==> config.mk <==
export PLATFORM = sky130hd
export DESIGN_NAME = mem_write_arb
export DESIGN_NICKNAME = d
export VERILOG_FILES = /design/src/rtl/mem_write_arb_pkg.sv /design/src/rtl/mem_write_arb_wr_fifo.sv /design/src/rtl/mem_write_arb.sv
export SDC_FILE = /design/constraint.sdc
export NUM_CORES = 1
export LEC_CHECK = 0
export CORE_MARGIN = 2
export CORE_UTILIZATION = 60
export DETAILED_ROUTE_END_ITERATION = 16
export DONT_BUFFER_PORTS = 1
export PLACE_DENSITY = 0.78
export SLEW_MARGIN = 10
export SYNTH_ARGS = -nofsm -noshare
export SYNTH_HDL_FRONTEND = slang
export SYNTH_HIERARCHICAL = 1
export SYNTH_SLANG_ARGS = --single-unit
export TNS_END_PERCENT = 1
==> constraint.sdc <==
create_clock -name clk -period 3.91 [get_ports clk]
set_input_delay 1.173 -clock clk [delete_from_list [all_inputs] [get_ports clk]]
set_output_delay 1.173 -clock clk [all_outputs]
set_load 0.005 [all_outputs]
==> src/rtl/mem_write_arb_pkg.sv <==
// ---------------------------------------------------------------------------
// mem_write_arb_pkg
// Shared definitions for the memory write bus and the write-port arbiter:
//   - default address/data widths of the merged write bus
//   - region codes carried on waddr[15:12]
//   - source-select enum used by the arbiter's output register
//   - helper that extracts the region code from a bus address
// ---------------------------------------------------------------------------
package mem_write_arb_pkg;

    localparam int MEM_AWIDTH = 16;
    localparam int MEM_DWIDTH = 16;

    // Region codes live in the top nibble of every bus address.
    localparam logic [3:0] REGION_SRAM = 4'h0;
    localparam logic [3:0] REGION_VRAM = 4'h8;
    localparam logic [3:0] REGION_CTRL = 4'hF;

    // Which source drives the merged bus in the next cycle.
    typedef enum logic [1:0] {
        SEL_NONE = 2'd0,
        SEL_CPU  = 2'd1,
        SEL_DBG  = 2'd2
    } wr_sel_e;

    function automatic logic [3:0] region_of(input logic [MEM_AWIDTH-1:0] addr);
        return addr[MEM_AWIDTH-1 -: 4];
    endfunction

endpackage

==> src/rtl/mem_write_arb_wr_fifo.sv <==
// ---------------------------------------------------------------------------
// wr_fifo
// Small synchronous FIFO holding queued debug writes ({addr, data} entries).
// Ports:
//   clk, reset_n     clock and asynchronous active-low reset
//   push, wdata      write an entry (ignored when full unless popping too)
//   pop, rdata       remove the head entry; rdata always shows the head
//   full, empty      occupancy flags
//   level            occupancy 0..2**DEPTH_LOG2
// ---------------------------------------------------------------------------
module wr_fifo #(
    parameter int WIDTH      = 32,
    parameter int DEPTH_LOG2 = 2
) (
    input  logic                  clk,
    input  logic                  reset_n,
    input  logic                  push,
    input  logic [WIDTH-1:0]      wdata,
    input  logic                  pop,
    output logic [WIDTH-1:0]      rdata,
    output logic                  full,
    output logic                  empty,
    output logic [DEPTH_LOG2:0]   level
);

    localparam int DEPTH = 1 << DEPTH_LOG2;

    logic [WIDTH-1:0]      mem [DEPTH];
    logic [DEPTH_LOG2-1:0] rd_ptr;
    logic [DEPTH_LOG2-1:0] wr_ptr;
    logic                  do_push;
    logic                  do_pop;

    assign full  = (level == (DEPTH_LOG2+1)'(DEPTH));
    assign empty = (level == '0);
    assign rdata = mem[rd_ptr];

    // A push into a full FIFO is only legal when the head leaves in the same cycle.
    assign do_pop  = pop && !empty;
    assign do_push = push && (!full || do_pop);

    // Storage needs no reset: an entry is only visible after it was written.
    always_ff @(posedge clk) begin
        if (do_push) begin
            mem[wr_ptr] <= wdata;
        end
    end

    // Pointers wrap naturally modulo the depth; level is kept separately so
    // full and empty are unambiguous.
    always_ff @(posedge clk or negedge reset_n) begin
        if (!reset_n) begin
            rd_ptr <= '0;
            wr_ptr <= '0;
            level  <= '0;
        end else begin
            if (do_push) begin
                wr_ptr <= wr_ptr + 1'b1;
            end
            if (do_pop) begin
                rd_ptr <= rd_ptr + 1'b1;
            end
            if (do_push && !do_pop) begin
                level <= level + 1'b1;
            end else if (do_pop && !do_push) begin
                level <= level - 1'b1;
            end
        end
    end

endmodule

==> src/rtl/mem_write_arb.sv <==
// ---------------------------------------------------------------------------
// mem_write_arb
// Arbitrates the shared memory write bus between the cpu and spi_debug_ifc.
// CPU writes always win and reach the bus one cycle later; debug writes are
// queued in a small FIFO and drained in order on cycles without a CPU write.
// The merged bus is driven from registers.
//
// Ports:
//   clk, reset_n                      clock, asynchronous active-low reset
//   cpu_we_i/cpu_waddr_i/cpu_wdata_i  cpu write request
//   dbg_we_i/dbg_waddr_i/dbg_wdata_i  debug write request (single-cycle pulses)
//   ovf_clr_i                         clears overflow_o (and stats counters)
//   we_o/waddr_o/wdata_o              merged registered write bus
//   src_dbg_o                         current beat came from the debug FIFO
//   fifo_level_o                      debug FIFO occupancy
//   overflow_o                        sticky: a debug write was dropped
//
// Optional build macro MEM_WRITE_ARB_STATS_EN adds:
//   dbg_drop_cnt_o   saturating count of dropped debug writes
//   cpu_block_cnt_o  saturating count of cycles where the cpu held off a
//                    non-empty debug queue
// ---------------------------------------------------------------------------
module mem_write_arb
    import mem_write_arb_pkg::*;
#(
    parameter int AWIDTH     = MEM_AWIDTH,
    parameter int DWIDTH     = MEM_DWIDTH,
    parameter int DEPTH_LOG2 = 2
) (
    input  logic                  clk,
    input  logic                  reset_n,
    input  logic                  cpu_we_i,
    input  logic [AWIDTH-1:0]     cpu_waddr_i,
    input  logic [DWIDTH-1:0]     cpu_wdata_i,
    input  logic                  dbg_we_i,
    input  logic [AWIDTH-1:0]     dbg_waddr_i,
    input  logic [DWIDTH-1:0]     dbg_wdata_i,
    input  logic                  ovf_clr_i,
    output logic                  we_o,
    output logic [AWIDTH-1:0]     waddr_o,
    output logic [DWIDTH-1:0]     wdata_o,
    output logic                  src_dbg_o,
    output logic [DEPTH_LOG2:0]   fifo_level_o,
    output logic                  overflow_o
`ifdef MEM_WRITE_ARB_STATS_EN
    ,
    output logic [15:0]           dbg_drop_cnt_o,
    output logic [15:0]           cpu_block_cnt_o
`endif
);

    localparam int EW = AWIDTH + DWIDTH;

    logic          fifo_full;
    logic          fifo_empty;
    logic          fifo_push;
    logic          fifo_pop;
    logic          dbg_drop;
    logic [EW-1:0] fifo_head;
    wr_sel_e       sel;

    // The FIFO is drained whenever the cpu leaves the bus free.
    assign fifo_pop  = !cpu_we_i && !fifo_empty;
    assign fifo_push = dbg_we_i && (!fifo_full || fifo_pop);
    assign dbg_drop  = dbg_we_i && fifo_full && !fifo_pop;

    wr_fifo #(
        .WIDTH      (EW),
        .DEPTH_LOG2 (DEPTH_LOG2)
    ) u_fifo (
        .clk     (clk),
        .reset_n (reset_n),
        .push    (fifo_push),
        .wdata   ({dbg_waddr_i, dbg_wdata_i}),
        .pop     (fifo_pop),
        .rdata   (fifo_head),
        .full    (fifo_full),
        .empty   (fifo_empty),
        .level   (fifo_level_o)
    );

    always_comb begin
        sel = SEL_NONE;
        if (cpu_we_i) begin
            sel = SEL_CPU;
        end else if (fifo_pop) begin
            sel = SEL_DBG;
        end
    end

    // Merged output register: address/data hold their last value on idle
    // cycles so the bus only toggles when a write actually happens.
    always_ff @(posedge clk or negedge reset_n) begin
        if (!reset_n) begin
            we_o      <= 1'b0;
            waddr_o   <= '0;
            wdata_o   <= '0;
            src_dbg_o <= 1'b0;
        end else begin
            case (sel)
                SEL_CPU: begin
                    we_o      <= 1'b1;
                    waddr_o   <= cpu_waddr_i;
                    wdata_o   <= cpu_wdata_i;
                    src_dbg_o <= 1'b0;
                end
                SEL_DBG: begin
                    we_o      <= 1'b1;
                    waddr_o   <= fifo_head[EW-1 -: AWIDTH];
                    wdata_o   <= fifo_head[DWIDTH-1:0];
                    src_dbg_o <= 1'b1;
                end
                default: begin
                    we_o      <= 1'b0;
                    src_dbg_o <= 1'b0;
                end
            endcase
        end
    end

    // Sticky overflow flag; a drop in the same cycle as a clear keeps it set.
    always_ff @(posedge clk or negedge reset_n) begin
        if (!reset_n) begin
            overflow_o <= 1'b0;
        end else if (dbg_drop) begin
            overflow_o <= 1'b1;
        end else if (ovf_clr_i) begin
            overflow_o <= 1'b0;
        end
    end

`ifdef MEM_WRITE_ARB_STATS_EN
    logic cpu_block;

    assign cpu_block = cpu_we_i && !fifo_empty;

    // Saturating statistics counters; a clear restarts counting from the
    // current cycle's event so nothing coincident is lost.
    always_ff @(posedge clk or negedge reset_n) begin
        if (!reset_n) begin
            dbg_drop_cnt_o  <= '0;
            cpu_block_cnt_o <= '0;
        end else if (ovf_clr_i) begin
            dbg_drop_cnt_o  <= {15'd0, dbg_drop};
            cpu_block_cnt_o <= {15'd0, cpu_block};
        end else begin
            if (dbg_drop && (dbg_drop_cnt_o != 16'hFFFF)) begin
                dbg_drop_cnt_o <= dbg_drop_cnt_o + 16'd1;
            end
            if (cpu_block && (cpu_block_cnt_o != 16'hFFFF)) begin
                cpu_block_cnt_o <= cpu_block_cnt_o + 16'd1;
            end
        end
    end
`else
    // Statistics hardware is not built in this configuration.
`endif

endmodule

==> results of run 1 <==
[power by group]
part	internal (mW)	switching (mW)	total, mW
registers	2.42	0.368	2.79
clock network	0.972	0.684	1.66
logic	0.659	0.557	1.22
[path summary, 6_finish.rpt]
check | endpoint | slack, ns | cells past startpoint
worst max-delay path | u_fifo/mem[1][6] | 1.17 | 6
worst min-delay path | waddr_o[0] | 0.33 | 0
worst max register to register | u_fifo/mem[1][6] | 1.17 | 6
worst min register to register | u_fifo/level[2] | 0.57 | 1
max in group asynchronous | wdata_o[10] | 3.48 | 0
min in group clk | u_fifo/level[2] | 0.57 | 1
[worst register-to-register path: stages, from the launching register on]
cell	delay, ns
dfrtp_1	0.52
nor3_2	0.09
buf_4	0.20
o21ai_0	0.22
and2_1	0.15
a21boi_2	0.34
and2_2	0.82
[state kept, by name (all words and copies together) (netlist names)]
name and flops:
overflow_o 1, src_dbg_o 1, u_fifo/level 3, u_fifo/mem 128
u_fifo/rd_ptr 2, u_fifo/wr_ptr 2, waddr_o 16, wdata_o 16
we_o 1
[synth_stat cells (all sizes together)]
library cell    n  area share [%]
o21ai          33             2.5
mux2            2            0.34
o22ai           1           0.093
nand2b          2            0.19
a21boi          1            0.17
clkbuf          4            0.22
nor3b           1            0.28
buf            15             2.7
mux2i          32             4.8
inv             6            0.34
xor2            2            0.26
nor2            2            0.11
xnor2           4            0.52
ha              5            0.93
dfrtp          42              16
edfxtp        128              57
nand2          32             1.8
fa              1            0.30
and2            5            0.47
nand3b          1            0.11
mux4           32              11
nor3            1           0.074
[cells by family (layout without fill, tap and decap cells)]
kind of cell    count (synthesis)  after routing  share of synthesized area [%]
compound gates                 35             35                          2.721
xor+xnor                        6              6                         0.7827
fa+ha+maj                       6              6                          1.230
buf+inv                        25             43                          3.280
flops                         170            170                          72.90
mux                            66             66                          16.06
simple gates                   44             44                          3.019
[per-layer routing]
layer,GRT usage [%],wire [um]
met4,8.228,187
met3,7.469,705
met2,35.41,6351
met1,27.54,4856
met5,0,0
[final cells by class]
class / count / area share [%]
Multi-Input combinational cell: 157 / 21.91
Sequential cell: 170 / 66.68
Clock inverter: 14 / 2.300
Inverter: 6 / 0.3066
Tap cell: 140 / 2.385
Timing Repair Buffer: 6 / 0.7836
Clock buffer: 17 / 5.639
[metrics by stage]
stage                     power, mW  instances
after floorplan               3.820        352
after global placement        3.986        479
after detailed placement      4.054        479
after CTS                     5.725        510
after global routing          5.917        510
final                         5.660        510
==> flow_metrics.py, run 1 <==
metrics = {
    "floorplanning": {
        "chipHeight_um": 109.8,
        "chipWidth_um": 109.8,
        "coreArea_sq_mm": 0.01089,
        "rows": 38,
        "die_area_sq_mm": 0.01205,
        "start_util_pct": 61.66,
        "ios": 107,
    },
    "worst_setup_path": {
        "cp_top_family": "simple AND/OR/NAND/NOR gates",
        "end_kind": "flip-flop",
        "path_cells": "nor3_2 > buf_4 > o21ai_0 > and2_1 > a21boi_2 > and2_2",
        "r2r-start": "u_fifo/level[0]",
        "crit_arrival_ns": 2.89,
        "crit_type": "flip-flop to flip-flop",
        "crit_start": "u_fifo/level[0]",
        "cpPeakStageDelay_ns": 0.82,
        "worstPathMaxFanout": 32,
        "crit_slowest_cell": "and2_2",
        "path_buf_inv": 1,
        "cp.required_ns": 4.06,
        "startpoint_type": "flip-flop",
    },
    "cells_and_area": {
        "multi_input_area_sq_mm": 0.001609,
        "drive_above_1_share_pct": 20.27,
        "mostFrequentLayoutCells": "edfxtp_1, dfrtp_1, mux2i_1, nand2_1",
        "seq_area_sq_mm": 0.004897,
        "nets": 433,
        "final_common_cell": "edfxtp_1",
        "diodes": 0,
        "nFillCells": 668,
        "final_util_pct": 67.46,
        "syn2layout_area_growth_pct": 9.392,
        "fin_area_sq_mm": 0.007345,
    },
    "routing": {
        "ant_nets": 0,
        "wl_per_cell_um": 23.73,
        "routed_wl_um": 12100,
        "drt_iter0_drc": 209,
        "vias": 3095,
        "vias_per_cell": 6.069,
        "firstDrtPassIters": 4,
        "drcViolationCount": 0,
    },
    "synthesis": {
        "synth_warnings": 6,
        "synth_cell_type_count": 27,
        "syn_inst": 352,
        "syn-num-nets": 427,
        "syn_avg_cell_area_sq_um": 19.07,
        "ys_ff_latch": 170,
        "syn_area_sq_mm": 0.006714,
        "seq_area_frac_synth_pct": 72.90,
    },
    "timing": {
        "setup_viol": 0,
        "rsz0062_at_grt": "no",
        "fin_skew_ns": 0.01046,
        "fin_crit_ns": 2.736,
        "slew_headroom_pct": 36.92,
        "tightest_slew_ns": 0.9462,
        "final_max_slew_viol_count": 0,
        "max_freq_ghz": 0.3655,
        "fin_crit_sh_pct": 69.97,
        "finalWorstSetupSlack_ns": 1.174,
        "holdWs_ns": 0.3262,
        "setup-tns-final_ns": 0,
        "hold_viol": 0,
    },
    "clock_tree": {
        "tritoncts": "built",
        "numCtsBuffers": 17,
        "cts-hold-fix-buffers": 0,
        "cts_resized": 0,
        "clk_pin_slew_ns": 0.07,
        "cts_setup_buffers": 0,
        "clock_sinks": 170,
        "htreeDepth": 4,
        "root_buffer": "clkbuf_8",
        "cts.path.max_buffers": 2,
        "clk_latency_ns": 0.53,
    },
    "power": {
        "leakagePower_nw": 2.537,
        "ir_worst_vdd_uv": 523.6,
        "power_density_mw_per_mm2": 770.6,
    },
    "placed_design": {
        "post-dp-hpwl_um": 7469,
        "gp_congestion": 0.7584,
        "io_buffers": 0,
        "dp_slack_ns": 0.8544,
        "placed_cell_area_sq_mm": 0.006761,
    },
    "global_routing": {
        "grt_pass1_wl_um": 18310,
        "antenna_found_initial": 0,
        "grt_max_degree": 68,
        "grt_util_all_layers_pct": 21.86,
        "gr-total-overflow": 0,
        "grt_pass1_vias": 3243,
    },
    "flow_run": {
        "drv_cap": 0,
    },
    "min_path": {
        "hp-class": "primary input to asynchronous set/reset pin",
    },
    "status": {
        "status": "completed",
    },
}
No activity file was read; power rests on OpenSTA's default activity.
==> run 2, diff against run 1 <==
--- a/config.mk
+++ b/config.mk
@@ -6,10 +6,10 @@
 export NUM_CORES = 1
 export LEC_CHECK = 0
 export CORE_MARGIN = 2
-export CORE_UTILIZATION = 60
+export CORE_UTILIZATION = 57
 export DETAILED_ROUTE_END_ITERATION = 16
 export DONT_BUFFER_PORTS = 1
-export PLACE_DENSITY = 0.78
+export PLACE_DENSITY = 0.77
 export SLEW_MARGIN = 10
 export SYNTH_ARGS = -nofsm -noshare
 export SYNTH_HDL_FRONTEND = slang
==> constraint.sdc (replaced) <==
create_clock -name clk -period 2.35 [get_ports clk]
set_input_delay 0.705 -clock clk [delete_from_list [all_inputs] [get_ports clk]]
set_output_delay 0.705 -clock clk [all_outputs]
set_load 0.005 [all_outputs]
==> run 2 against run 1 <==
Clock skew decreased by 0.0024 ns. Sequential share of layout area down 2.1 points. First-iteration DRC count fell by 11%. Via count up 1.1%. Global-route usage down 1.6 points. Non-clock buffer count is 11 higher. Combinational power is 92% higher. Final area increased by 3.2%. Clock power is 76% higher. Cell count grew 2.9%. Die area rose by 5.1%.
==> flow_metrics.py, run 2 (synthesized netlist as in run 1, its figures left out) <==
metrics = {
    "placed_design": {
        "dp_slack_ns": 0.09527,
        "placed_cell_area_sq_mm": 0.006927,
        "gp_congestion": 0.7361,
        "post-dp-hpwl_um": 7617,
        "io_buffers": 0,
    },
    "worst_setup_path": {
        "startpoint_type": "flip-flop",
        "cpPeakStageDelay_ns": 0.49,
        "path_cells": "nor3b_4 > o21ai_1 > and2_1 > a21boi_4 > ha_4 > inv_2 > fa_2 > mux2_2",
        "crit_slowest_cell": "dfrtp_1",
        "end_kind": "flip-flop",
        "cp.required_ns": 2.66,
        "crit_arrival_ns": 2.53,
        "crit_type": "flip-flop to flip-flop",
        "worstPathMaxFanout": 5,
    },
    "timing": {
        "max_freq_ghz": 0.4512,
        "slew_headroom_pct": 41.43,
        "fin_crit_sh_pct": 94.31,
        "hold_viol": 0,
        "fin_skew_ns": 0.008104,
        "setup_viol": 0,
        "tightest_slew_ns": 0.8786,
        "rsz0062_at_grt": "no",
        "final_max_slew_viol_count": 0,
        "finalWorstSetupSlack_ns": 0.1337,
        "holdWs_ns": 0.1120,
        "fin_crit_ns": 2.216,
    },
    "global_routing": {
        "gr-total-overflow": 0,
        "antenna_found_initial": 0,
        "grt_util_all_layers_pct": 20.24,
        "grt_pass1_wl_um": 18600,
        "grt_pass1_vias": 3397,
        "grt_max_degree": 68,
    },
    "floorplanning": {
        "coreArea_sq_mm": 0.01147,
        "ios": 107,
        "chipHeight_um": 112.5,
        "rows": 39,
        "die_area_sq_mm": 0.01266,
        "start_util_pct": 58.55,
        "chipWidth_um": 112.5,
    },
    "routing": {
        "drcViolationCount": 0,
        "firstDrtPassIters": 5,
        "vias": 3129,
        "drt_iter0_drc": 186,
        "ant_nets": 0,
        "wl_per_cell_um": 22.89,
        "routed_wl_um": 12020,
        "vias_per_cell": 5.960,
    },
    "flow_run": {
        "drv_cap": 0,
    },
    "cells_and_area": {
        "nets": 444,
        "top_register": "u_fifo/mem",
        "mostFrequentLayoutCells": "edfxtp_1, dfrtp_1, mux2i_1, nand2_1, o21ai_1",
        "fin_area_sq_mm": 0.007580,
        "largest_reg_flops": 128,
        "syn2layout_area_growth_pct": 12.90,
        "drive_above_1_share_pct": 23.82,
        "final_common_cell": "edfxtp_1",
        "reg_top3": "u_fifo/mem x128, waddr_o x16, wdata_o x16",
        "diodes": 0,
    },
    "clock_tree": {
        "clock_sinks": 170,
        "htreeDepth": 4,
        "clk_latency_ns": 0.43,
        "cts-hold-fix-buffers": 1,
        "numCtsBuffers": 17,
        "cts.path.max_buffers": 2,
        "tritoncts": "built",
        "cts_setup_buffers": 0,
        "cts_resized": 0,
        "root_buffer": "clkbuf_16",
        "clk_pin_slew_ns": 0.06,
    },
    "min_path": {
        "hp-class": "primary input to asynchronous set/reset pin",
    },
    "power": {
        "power_density_mw_per_mm2": 1293,
        "leakagePower_nw": 2.651,
        "ir_worst_vdd_uv": 839.8,
    },
    "status": {
        "status": "completed",
    },
}
run 2: cell types whose count changed in the layout (fill, tap and decap cells not counted), moves of 2 or more:
cell	change
buf_4	+6
inv_2	+2
buf_12	+4
clkinvlp_4	-3
clkinv_4	+4
inv_1	-2
inv_6	-3
run 2: layout make-up:
| class | instances | area, sq um |
|---|---|---|
| inverters | 6 | 22.52 |
| clock buffers | 18 | 429.2 |
| multi-input cells | 157 | 1645 |
| repair buffers | 17 | 210.2 |
| fillers | 717 | 3887 |
| flip-flops and latches | 170 | 4897 |
| well taps | 143 | 178.9 |
| clock inverters | 14 | 196.4 |
run 2: worst paths after layout:
path	slack, ns	depth (start not counted)	end	start
max	0.13	8	u_fifo/level[1]	u_fifo/level[1]
min	0.11	1	waddr_o[9]	reset_n
max reg2reg	0.13	8	u_fifo/level[1]	u_fifo/level[1]
min reg2reg	0.58	2	wdata_o[0]	wdata_o[0]
max in group asynchronous	1.99	1	u_fifo/rd_ptr[0]	reset_n
min in group clk	0.37	0	u_fifo/mem[2][2]	dbg_wdata_i[2]
run 2: per-stage QoR:
stage,cells,TNS (ns),power (mW),utilization [%]
6_report,525,0,9.798,66.10
5_1_grt,525,0,10.25,66.10
4_1_cts,525,0,9.918,66.10
3_5_place_dp,492,0,6.967,60.40
3_3_place_gp,492,0,6.844,60.40
2_1_floorplan,352,-0.0008971,6.397,-
run 2: critical path: cells and delay by family, from the launching register on:
kind,cells,cell delay [ns]
AOI/OAI and AO/OA,2,0.26
buffers and inverters,1,0.05
adders and majority gates,2,0.59
muxes,1,0.26
and+or+nand+nor,2,0.44
DFF,1,0.49
run 2: power by group:
group	switching, mW	leakage (nW)	internal, mW
Sequential	0.513	1.67	4.02
Clock	1.13	0.304	1.79
Combinational	1.08	0.676	1.26
run 2: layer usage:
| metal | global-route usage [%] | vias to the layer above | share of wire [%] |
|---|---|---|---|
| met4 | 9.187 | 0 | 2.1 |
| met1 | 23.64 | 1617 | 38 |
| met2 | 34.58 | 92 | 54 |
| li1 | - | 1403 | - |
| met5 | 0 | - | 0 |
| met3 | 6.371 | 17 | 5.2 |
==> run 3, diff against run 2 <==
--- a/config.mk
+++ b/config.mk
@@ -5,11 +5,13 @@
 export SDC_FILE = /design/constraint.sdc
 export NUM_CORES = 1
 export LEC_CHECK = 0
+export CAP_MARGIN = 20
 export CORE_MARGIN = 2
 export CORE_UTILIZATION = 57
 export DETAILED_ROUTE_END_ITERATION = 16
 export DONT_BUFFER_PORTS = 1
 export PLACE_DENSITY = 0.77
+export SETUP_SLACK_MARGIN = 0.15
 export SLEW_MARGIN = 10
 export SYNTH_ARGS = -nofsm -noshare
 export SYNTH_HDL_FRONTEND = slang
==> run 3 against run 2 <==
Flip-flop and latch count did not move. Worst setup slack improved by 0.068 ns. Final area rose by 0.30%. Critical endpoint is now u_fifo/level[2].
==> flow_metrics.py, run 3 (synthesized netlist as in run 1, its figures left out) <==
metrics = {
    "status": {
        "status": "completed",
    },
    "placed_design": {
        "gp_congestion": 0.7359,
        "io_buffers": 0,
        "post-dp-hpwl_um": 7537,
        "dp_slack_ns": 0.1058,
        "placed_cells": 492,
        "placed_cell_area_sq_mm": 0.006927,
    },
    "worst_setup_path": {
        "end_kind": "flip-flop",
        "path_buf_inv": 3,
        "worstPathMaxFanout": 5,
        "reg2reg_depth": 11,
        "r2r-start": "u_fifo/level[1]",
        "cpPeakStageDelay_ns": 0.46,
        "r2r_slack_ns": 0.20,
        "crit_type": "flip-flop to flip-flop",
        "startpoint_type": "flip-flop",
        "crit_arrival_ns": 2.48,
        "crit_slowest_cell": "dfrtp_2",
        "reg2reg_to": "u_fifo/level[2]",
        "path_cells": "nor3_4 > buf_6 > nor2_4 > inv_2 > a21boi_4 > ha_4 > inv_2 > fa_2 > xor2_1 > nor2_1 > xor2_1",
        "cp.required_ns": 2.68,
        "cp_top_family": "adder cells",
    },
    "clock_tree": {
        "clock_sinks": 170,
        "root_buffer": "clkbuf_16",
        "cts.path.max_buffers": 2,
        "clk_latency_ns": 0.41,
        "clk_pin_slew_ns": 0.06,
        "numCtsBuffers": 17,
        "tritoncts": "built",
        "htreeDepth": 4,
    },
    "cells_and_area": {
        "nFillCells": 719,
        "reg_top3": "u_fifo/mem x128, waddr_o x16, wdata_o x16",
        "final_util_pct": 66.30,
        "fin_area_sq_mm": 0.007602,
        "top_register": "u_fifo/mem",
        "mostFrequentLayoutCells": "edfxtp_1, dfrtp_1, mux2i_1, nand2_1",
        "fin_cells": 528,
        "largest_reg_flops": 128,
        "drive_above_1_share_pct": 24.94,
        "diodes": 0,
        "nets": 447,
        "syn2layout_area_growth_pct": 13.23,
        "final_common_cell": "edfxtp_1",
    },
    "routing": {
        "firstDrtPassIters": 4,
        "drcViolationCount": 0,
        "ant_nets": 0,
        "drt_iter0_drc": 216,
        "routed_wl_um": 12030,
        "wl_per_cell_um": 22.77,
        "vias_per_cell": 5.873,
        "vias": 3101,
    },
    "global_routing": {
        "grt_pass1_wl_um": 18350,
        "grt_util_all_layers_pct": 19.99,
        "grt_max_degree": 68,
        "antenna_found_initial": 0,
        "gr-total-overflow": 0,
        "grt_pass1_vias": 3298,
    },
    "flow_run": {
        "drv_cap": 0,
    },
    "floorplanning": {
        "die_area_sq_mm": 0.01266,
        "start_util_pct": 58.55,
        "ios": 107,
        "chipHeight_um": 112.5,
        "coreArea_sq_mm": 0.01147,
        "chipWidth_um": 112.5,
        "rows": 39,
    },
    "power": {
        "power.internal_mw": 7.086,
        "pwr-share-comb_pct": 24.4,
        "leakagePower_nw": 2.654,
        "swShare_pct": 27.34,
        "net-switching-power_mw": 2.666,
        "power_density_mw_per_mm2": 1283,
        "fin_total_pwr_mw": 9.752,
        "p_seq_share_pct": 46.6,
        "ir_worst_vdd_uv": 1064,
        "clock_power_share_pct": 29.0,
    },
    "timing": {
        "fin_crit_sh_pct": 91.42,
        "fin_skew_ns": 0.005823,
        "finalWorstSetupSlack_ns": 0.2017,
        "hold_viol": 0,
        "tightest_slew_ns": 0.8932,
        "slew_headroom_pct": 40.46,
        "final_max_slew_viol_count": 0,
        "fin_crit_ns": 2.148,
        "max_freq_ghz": 0.4655,
        "rsz0062_at_grt": "yes",
        "setup_viol": 0,
    },
    "min_path": {
        "hp-class": "primary input to asynchronous set/reset pin",
    },
}
==> run 3: cell types whose count changed in the layout (fill, tap and decap cells not counted), moves of 2 or more <==
cell,change
dfrtp_2,+3
clkinv_1,+3
clkinv_4,-3
buf_4,+2
dfrtp_1,-3
==> run 3: power groups by stage <==
stage / clock network (mW) / logic [mW] / registers, mW
2_1_floorplan: 0 / 2.08 / 4.32
3_3_place_gp: 0 / 2.29 / 4.55
3_5_place_dp: 0 / 2.36 / 4.61
4_1_cts: 2.88 / 2.39 / 4.56
5_1_grt: 2.99 / 2.60 / 4.62
6_report: 2.83 / 2.38 / 4.54
==> run 3: stage by stage <==
step | hold slack, ns | setup TNS (ns)
2_1_floorplan | 0.4094 | -0.0008971
3_3_place_gp | 0.4103 | 0
6_report | 0.1385 | 0
4_1_cts | 0.1354 | 0
5_1_grt | 0.1448 | 0
3_5_place_dp | 0.4104 | 0
==> run 3: metal layers <==
metal | track usage [%] | vias up | wire (um)
met2 | 34.34 | 80 | 6522
met5 | 0 | - | 0
met1 | 24.28 | 1618 | 4728
met4 | 6.098 | 0 | 127
li1 | - | 1392 | -
met3 | 6.695 | 11 | 646
==> run 3: cell type report <==
| class | count | area [sq um] | area share [%] |
|---|---|---|---|
| clock buffers | 18 | 429.2 | 5.645 |
| repair buffers | 20 | 236.5 | 3.111 |
| inverters | 6 | 22.52 | 0.2962 |
| well taps | 143 | 178.9 | 2.354 |
| clock inverters | 14 | 177.7 | 2.337 |
| multi-input cells | 157 | 1657 | 21.79 |
| flip-flops and latches | 170 | 4901 | 64.47 |
==> run 3: worst max path at each step <==
stage / slack [ns] / start / depth (start not counted) / endpoint
floorplan: -0.0009 / cpu_we_i / 11 / u_fifo/level[2]
global placement: 0.12 / cpu_we_i / 9 / u_fifo/level[2]
detailed placement: 0.11 / cpu_we_i / 9 / u_fifo/level[2]
CTS: 0.16 / u_fifo/level[1] / 8 / u_fifo/level[1]
global route: 0.11 / u_fifo/level[1] / 11 / u_fifo/level[2]
finish: 0.20 / u_fifo/level[1] / 11 / u_fifo/level[2]
==> run 3: what timing repair did <==
action | CTS | global route
hold endpoints to repair | 42 | 0
resized for setup | 3 | 3
pin swaps | 0 | 7
hold buffers | 1 | 0
endpoints found under the setup margin | 2 | 2
setup buffers | 0 | 3
